--- src/rtl/reg_bank16.sv ---
// reg_bank16: 16x16 register file with per-register pending-claim scoreboard and write counter.
module reg_bank16 #(
  parameter bit ZERO_REG = 1'b1
) (
  input  logic        clk,
  input  logic        rst,
  input  logic        wr_en,
  input  logic [3:0]  wr_addr,
  input  logic [15:0] wr_data,
  input  logic        claim_en,
  input  logic [3:0]  claim_addr,
  output logic [15:0] ra,
  output logic [15:0] rb,
  output logic [15:0] rc,
  output logic [15:0] rd,
  output logic [15:0] re,
  output logic [15:0] rf,
  output logic [15:0] rg,
  output logic [15:0] rh,
  output logic [15:0] ri,
  output logic [15:0] rj,
  output logic [15:0] rk,
  output logic [15:0] rl,
  output logic [15:0] rm,
  output logic [15:0] rn,
  output logic [15:0] ro,
  output logic [15:0] rp,
  output logic [15:0] busy,
  output logic [7:0]  wr_count
);
  logic [15:0] regs [16];
  logic [15:0] we;
  logic [15:0] cl;
  // Enables gate the decode so an undefined address with its strobe low selects nothing.
  always_comb begin
    for (int i = 0; i < 16; i++) begin
      we[i] = wr_en && (wr_addr == 4'(i)) && !(ZERO_REG && i == 0);
      cl[i] = claim_en && (claim_addr == 4'(i)) && !(ZERO_REG && i == 0);
    end
  end
  always_ff @(posedge clk or posedge rst) begin
    if (rst) begin
      for (int i = 0; i < 16; i++) regs[i] <= '0;
      busy     <= '0;
      wr_count <= '0;
    end else begin
      for (int i = 0; i < 16; i++) if (we[i]) regs[i] <= wr_data;
      busy     <= (busy & ~we) | cl;
      wr_count <= wr_count + 8'(|we);
    end
  end
  assign ra = regs[0];
  assign rb = regs[1];
  assign rc = regs[2];
  assign rd = regs[3];
  assign re = regs[4];
  assign rf = regs[5];
  assign rg = regs[6];
  assign rh = regs[7];
  assign ri = regs[8];
  assign rj = regs[9];
  assign rk = regs[10];
  assign rl = regs[11];
  assign rm = regs[12];
  assign rn = regs[13];
  assign ro = regs[14];
  assign rp = regs[15];
endmodule

--- config.mk ---
export PLATFORM = sky130hd
export DESIGN_NAME = reg_bank16
export DESIGN_NICKNAME = d
export VERILOG_FILES = /design/src/rtl/reg_bank16.sv
export SDC_FILE = /design/constraint.sdc
export NUM_CORES = 1
export LEC_CHECK = 0
export CAP_MARGIN = 20
export CORE_ASPECT_RATIO = 0.5
export CORE_MARGIN = 2
export CORE_UTILIZATION = 47
export DETAILED_ROUTE_END_ITERATION = 6
export GPL_TIMING_DRIVEN = 1
export PLACE_DENSITY = 0.88
export SYNTH_ARGS = -nofsm -noshare
export SYNTH_HDL_FRONTEND = slang
export SYNTH_SLANG_ARGS = --single-unit
--- constraint.sdc ---
create_clock -name clk -period 10.4 [get_ports clk]
set_input_delay 2.08 -clock clk [delete_from_list [all_inputs] [get_ports clk]]
set_output_delay 2.08 -clock clk [all_outputs]
set_load 0.02 [all_outputs]
==> key figures, run 1 <==
Outcome
  • Outcome: completed

Timing
  • Setup Skew: 0.00204 ns
  • Final Max Slew Viols: 0
  • Setup TNS Final: 0 ns
  • Crit share post-route: 0.398
  • Setup Viol. Count Final: 0
  • Min Tclk post-route: 4.14 ns
  • Final worst slack: roughly 6.3 ns
  • Rel. slew slack: 0.252
  • Unrepaired setup endpoints after global routing: false
  • Least-Margin Pin Slew: 1.12 ns
  • Hold Vio Cnt, Final: 0
  • Fmax: roughly 0.24 GHz
  • WHS: 0.470 ns

Synth
  • Synth warn: 0
  • Top post-synthesis cells by area: dfrtp_1 64%, mux2_2 24%, mux2_4 2.9%, buf_4 1.5%, buf_6 0.88%
  • Synth top area share: 0.640
  • Synth area leader: dfrtp_1
  • Synth Cell Area: approximately 10000 sq um
  • Seq/Total Area, Yosys: 0.640
  • Syn Area/Cell: around 16 sq um
  • Post-synth EDFFs: 0
  • Syn Inst Count: 640
  • Synth unique cells: 33
  • Most common flop cell mapped by yosys: dfrtp_1
  • Post-synthesis register bit count: 263
  • Asr flop ratio synth: 1.00

Layout
  • Most frequent cells in the layout: 290 x clkdlybuf4s50_1, 263 x dfrtp_1, 220 x mux2_2
  • Number of diodes: 0
  • Commonest non-fill, non-tap cell in the layout: clkdlybuf4s50_1
  • Area grow syn2layout: 38.0%
  • Multi-input logic area: 3360 sq um
  • Fraction of layout cells with a size suffix above 1: 0.320
  • Net count, final: about 950
  • Fillers: about 1500
  • Seq. cell area: 6580 sq um

CTS
  • Clock sinks: 263
  • CTS HTree Levels: 1
  • Clk slew on worst S/H paths: approximately 0.07 ns
  • Hold_buf cts: 0
  • Post_cts resized: 0
  • Clk root buf: clkbuf_16
  • CTS tree: yes
  • Buffer levels on the longest clock path: 3
  • Worst-skew pair later-pin latency: 0.52 ns
  • # Post-CTS Setup Buffers: 0
  • Total CTS buffers: 24

Place
  • PortBufs: between 200 and 300
  • GPL Wtd Cong: ~0.78
  • Dpl ws: 5.80 ns
  • Post-DP HPWL: 19000 um

Critical path
  • Worst R2R Start: wr_count[0]
  • Critical Path Start: wr_addr[1]
  • CP Capture Point: rc[15]
  • R2R Path End: wr_count[6]
  • Critical path type: in -> reg
  • CP Max Fanout: 17
  • Crit end category: flip-flop
  • Startpoint Class: input port
  • R2r setup slk: roughly 9 ns
  • Required @ worst endpoint: around 11 ns
  • Worst path arrival time: ~4.6 ns
  • Reg2Reg Depth: 5

Floorplanning
  • Core Area: 21600 sq um
  • DIE AREA: 23200 sq um
  • Cell row count: 38
  • Number of I/O pins: 308
  • Die width: ~210 um
  • Initial Util: 0.477
  • Die H: 109 um

Global route
  • Global-route usage over all layers: 0.241
  • Pin count of the biggest net entering global routing: 132
  • First-pass GRT wire length: 41800 um
  • Initial antenna violation count: 0
  • Grt ovf: 0
  • Vias in the first global route: 6845

Power and ir drop
  • Peak supply drop: between 0.00015 and 0.0002 V
  • P per Cell Area: 255 nW/um^2
  • Pleak: around 6.2 nW

Hold path
  • HP Start: wr_count[7]
  • Tightest Hold Check Type: reg -> reg

Routing
  • # DRC: 0
  • Wire per inst: around 22 um
  • Vias per inst: 5.21
  • Drt pass-1 iters: 4
  • Antenna Nets Post-Route: 0
  • Starting DRT DRC Count: 288
  • Total number of vias: 6430
  • Total Wirelength: 27500 um

Job
  • Maxcap violations: 0
[critical path, cell delays in order]
cell and delay, ns:
clkdlybuf4s50_1 0.76, nand2b_1 0.35, nor3_4 0.91, mux2_2 0.43
[cells in the mapped netlist, types with 5 or more instances]
library cell  instances
mux2_4               20
o22ai_1               5
buf_2                11
dfrtp_1             263
o21ai_0              10
mux2_2              220
buf_4                20
nand3_1               6
buf_6                 8
nand2_1               5
clkbuf_1             16
inv_1                 8
[state kept, by name, indices dropped and copies added (netlist names)]
signal and cells:
rb 16, rc 16, rd 16, re 16, rf 16, rg 16
rh 16, ri 16, rj 16, rk 16, rl 16, rm 16
rn 16, ro 16, rp 16, busy 15, wr_count 8
[worst min path at each step]
stage | end | depth (start not counted)
finish | wr_count[7] | 1
global route | wr_count[7] | 1
CTS | wr_count[7] | 1
detailed placement | wr_count[7] | 1
global placement | busy[12] | 1
floorplan | wr_count[7] | 1
[metal layers]
metal | routed length, um | vias up | track usage
li1 | - | 2765 | -
met4 | 1010 | 0 | 0.0878
met3 | 1010 | 65 | 0.0377
met1 | 11100 | 3422 | 0.300
met2 | 14500 | 178 | 0.431
met5 | 0 | - | 0
[cells by family (layout without fill, tap and decap cells)]
group | Yosys count | count (layout) | share of synthesized area
xor+xnor | 6 | 6 | 0.00511
fa+ha+maj | 2 | 2 | 0.00243
mux | 240 | 240 | 0.270
other cells | 1 | 17 | 0.000364
simple gates | 42 | 42 | 0.0280
flops | 263 | 263 | 0.640
buf+inv | 65 | 344 | 0.0413
compound gates | 21 | 21 | 0.0131
[report_power, final]
group	internal [mW]	switching, mW	leakage [nW]
logic	0.598	0.577	2.51
clock network	0.635	0.395	0.447
registers	1.27	0.143	3.22
total	2.50	1.12	6.17
[metrics by stage]
stage | std cells | util | power, mW | cell area [sq um]
after detailed placement | 1191 | 0.615 | 2.60 | 13300
final | 1235 | 0.658 | 3.61 | 14200
after CTS | 1235 | 0.658 | 3.64 | 14200
after global placement | 1191 | 0.615 | 2.56 | 13300
after floorplan | 656 | - | 1.98 | 10300
after global routing | 1235 | 0.658 | 3.75 | 14200
[cell type report]
cell class | count | area share
timing repair buffer | 292 | 0.206
clock inverter | 14 | 0.0178
multi-input combinational | 328 | 0.236
clock buffer | 30 | 0.0475
sequential | 263 | 0.464
inverter | 8 | 0.00264
tap | 300 | 0.0264
Power figures use the tool's default switching activity.
==> run 2: changes to the inputs <==
--- a/config.mk
+++ b/config.mk
@@ -8,10 +8,10 @@
 export CAP_MARGIN = 20
 export CORE_ASPECT_RATIO = 0.5
 export CORE_MARGIN = 2
-export CORE_UTILIZATION = 47
+export CORE_UTILIZATION = 43
 export DETAILED_ROUTE_END_ITERATION = 6
 export GPL_TIMING_DRIVEN = 1
-export PLACE_DENSITY = 0.88
+export PLACE_DENSITY = 0.85
 export SYNTH_ARGS = -nofsm -noshare
 export SYNTH_HDL_FRONTEND = slang
 export SYNTH_SLANG_ARGS = --single-unit
==> constraint.sdc (replaced) <==
create_clock -name clk -period 3.8 [get_ports clk]
set_input_delay 0.76 -clock clk [delete_from_list [all_inputs] [get_ports clk]]
set_output_delay 0.76 -clock clk [all_outputs]
set_load 0.02 [all_outputs]
==> run 2 against run 1 <==
Effect of this change: routed wire length grew 2.1%; sequential power grew to 2.7 times the previous value; clock skew shrank 0.00078 ns; non-clock buffer count grew 12; via count grew 0.19%; cell count grew 1.5%; cell area grew 0.82%; total power grew to 2.7 times the previous value; die area grew 9.0%; global-route usage shrank 1.8 points; first-iteration DRC count grew 34%; critical endpoint is now ri[14].
==> key figures, run 2 (same netlist as run 1, synthesis figures left out) <==
Outcome
  • Outcome: completed (unchanged)

Job
  • Maxcap violations: 0 (unchanged)

Layout
  • Area grow syn2layout: 39.1% (was 38.0%)
  • Commonest non-fill, non-tap cell in the layout: clkdlybuf4s50_1 (unchanged)
  • Number of diodes: 0 (unchanged)
  • Seq. cell area: 6580 sq um (unchanged)
  • Net count, final: 959 (was 947)
  • Final instance area: 14300 sq um (was 14200 sq um)
  • Multi-input logic area: 3360 sq um (unchanged)
  • Fillers: 1719 (was 1522)
  • Most frequent cells in the layout: 290 x clkdlybuf4s50_1, 263 x dfrtp_1, 220 x mux2_2 (unchanged)
  • Final Core Density: 0.619 (was 0.658)
  • Fraction of layout cells with a size suffix above 1: 0.331 (was 0.320)

Routing
  • Vias per inst: 5.14 (was 5.21)
  • Total Wirelength: 28100 um (was 27500 um)
  • # DRC: 0 (unchanged)
  • Starting DRT DRC Count: 385 (was 288)
  • Drt pass-1 iters: 4 (unchanged)
  • Antenna Nets Post-Route: 0 (unchanged)
  • Wire per inst: 22.4 um (was 22.3 um)
  • Total number of vias: 6442 (was 6430)

Critical path
  • Startpoint Class: input port (unchanged)
  • Crit end category: flip-flop (unchanged)
  • Required @ worst endpoint: 4.20 ns (was 10.81 ns)
  • R2r setup slk: 2.56 ns (was 9.09 ns)
  • Critical Path Start: wr_addr[2] (was wr_addr[1])
  • CP Max Fanout: 17 (unchanged)
  • Cell breakdown of the critical path: clkdlybuf4s50_1 -> nand2b_1 -> or3_1 -> mux2_2 (was clkdlybuf4s50_1 -> nand2b_1 -> nor3_4 -> mux2_2)
  • Slowest-stage cell, CP: or3_1 (was nor3_4)
  • Worst Path Buf+Inv: 1 (unchanged)
  • Worst R2R Start: wr_count[0] (unchanged)
  • Critical path type: in -> reg (unchanged)
  • CP delay by family, top: simple AND/OR/NAND/NOR gates (unchanged)
  • Worst path arrival time: 2.99 ns (was 4.55 ns)
  • Max stage delay on crit path: 0.77 ns (was 0.91 ns)

Hold path
  • Tightest Hold Check Type: reg -> reg (unchanged)
  • HP Start: wr_count[7] (unchanged)

Floorplanning
  • Core Area: 23100 sq um (was 21600 sq um)
  • Die width: 223 um (was 213 um)
  • DIE AREA: 25300 sq um (was 23200 sq um)
  • Cell row count: 39 (was 38)
  • Initial Util: 0.445 (was 0.477)
  • Die H: 113 um (was 109 um)
  • Number of I/O pins: 308 (unchanged)

Timing
  • Hold Vio Cnt, Final: 0 (unchanged)
  • Fmax: 0.386 GHz
  • Unrepaired setup endpoints after global routing: false (unchanged)
  • Min Tclk post-route: 2.59 ns
  • Setup Viol. Count Final: 0 (unchanged)
  • Setup Skew: 0.00126 ns (was 0.00204 ns)
  • Least-Margin Pin Slew: 1.02 ns (was 1.12 ns)
  • Crit share post-route: 0.681
  • Final Max Slew Viols: 0 (unchanged)
  • Rel. slew slack: 0.320 (was 0.252)

Power and ir drop
  • Total power: 9.82 mW (was 3.61 mW)
  • Pleak: 6.23 nW (was 6.17 nW)
  • P per Cell Area: 686 nW/um^2 (was 255 nW/um^2)
  • Peak supply drop: 0.000446 V (was 0.000186 V)

Global route
  • Vias in the first global route: 6944 (was 6845)
  • First-pass GRT wire length: 42800 um (was 41800 um)
  • Grt ovf: 0 (unchanged)
  • Initial antenna violation count: 0 (unchanged)
  • Global-route usage over all layers: 0.222 (was 0.241)
  • Pin count of the biggest net entering global routing: 100 (was 132)

Place
  • Dpl cell area: 13400 sq um (was 13300 sq um)
  • PortBufs: 290 (unchanged)
  • GPL Wtd Cong: 0.852 (was 0.778)
  • Post-DP HPWL: 19600 um (was 19000 um)

CTS
  • Hold_buf cts: 0 (unchanged)
  • Clock sinks: 263 (unchanged)
  • CTS HTree Levels: 1 (unchanged)
  • Post_cts resized: 0 (unchanged)
  • Clk slew on worst S/H paths: 0.07 ns (about the same)
  • # Post-CTS Setup Buffers: 0 (unchanged)
  • CTS tree: yes (unchanged)
  • Buffer levels on the longest clock path: 3 (unchanged)
  • Total CTS buffers: 24 (unchanged)
  • Clk root buf: clkbuf_16 (unchanged)
  • Worst-skew pair later-pin latency: 0.51 ns (was 0.52 ns)
[run 2: worst paths after layout]
kind                                     to  cells after the start
worst max-delay path                 ri[14]                      4
worst min-delay path            wr_count[7]                      1
worst max register to register  wr_count[6]                      5
worst min register to register  wr_count[7]                      1
max in group asynchronous            rj[12]                      3
min in group asynchronous             rf[1]                      2
[run 2: per-stage QoR]
step	cells	hold slack, ns	TNS [ns]	setup WS [ns]
4_1_cts	1254	0.480	0	1.24
3_5_place_dp	1210	0.471	0	0.681
6_report	1254	0.475	0	1.21
5_1_grt	1254	0.514	0	1.13
3_3_place_gp	1210	0.457	0	0.752
2_1_floorplan	656	0.578	-112.97	-0.430
[run 2: final cells by class]
class / count / area share
inverter: 8 / 0.00236
tap: 307 / 0.0268
sequential: 263 / 0.460
multi-input combinational: 328 / 0.235
clock buffer: 30 / 0.0485
timing repair buffer: 304 / 0.213
clock inverter: 14 / 0.0151
[run 2: layer usage]
metal,up-vias,GRT usage,wire (um)
li1,2794,-,-
met1,3417,0.273,11400
met2,161,0.392,14400
met3,70,0.0389,998
met4,0,0.0966,1310
met5,-,0,0
[run 2: worst reg2reg max path, cell delays in order, from the launching register on]
cell and delay (ns):
dfrtp_1 0.38, ha_1 0.23, ha_1 0.21, nand3_1 0.11
nor2_1 0.07, xor2_1 0.13
[run 2: power by group]
group | leakage (nW) | switching, mW | internal, mW
Sequential | 3.22 | 0.403 | 3.46
Combinational | 2.58 | 1.57 | 1.64
Clock | 0.435 | 1.10 | 1.65
Total | 6.23 | 3.07 | 6.75
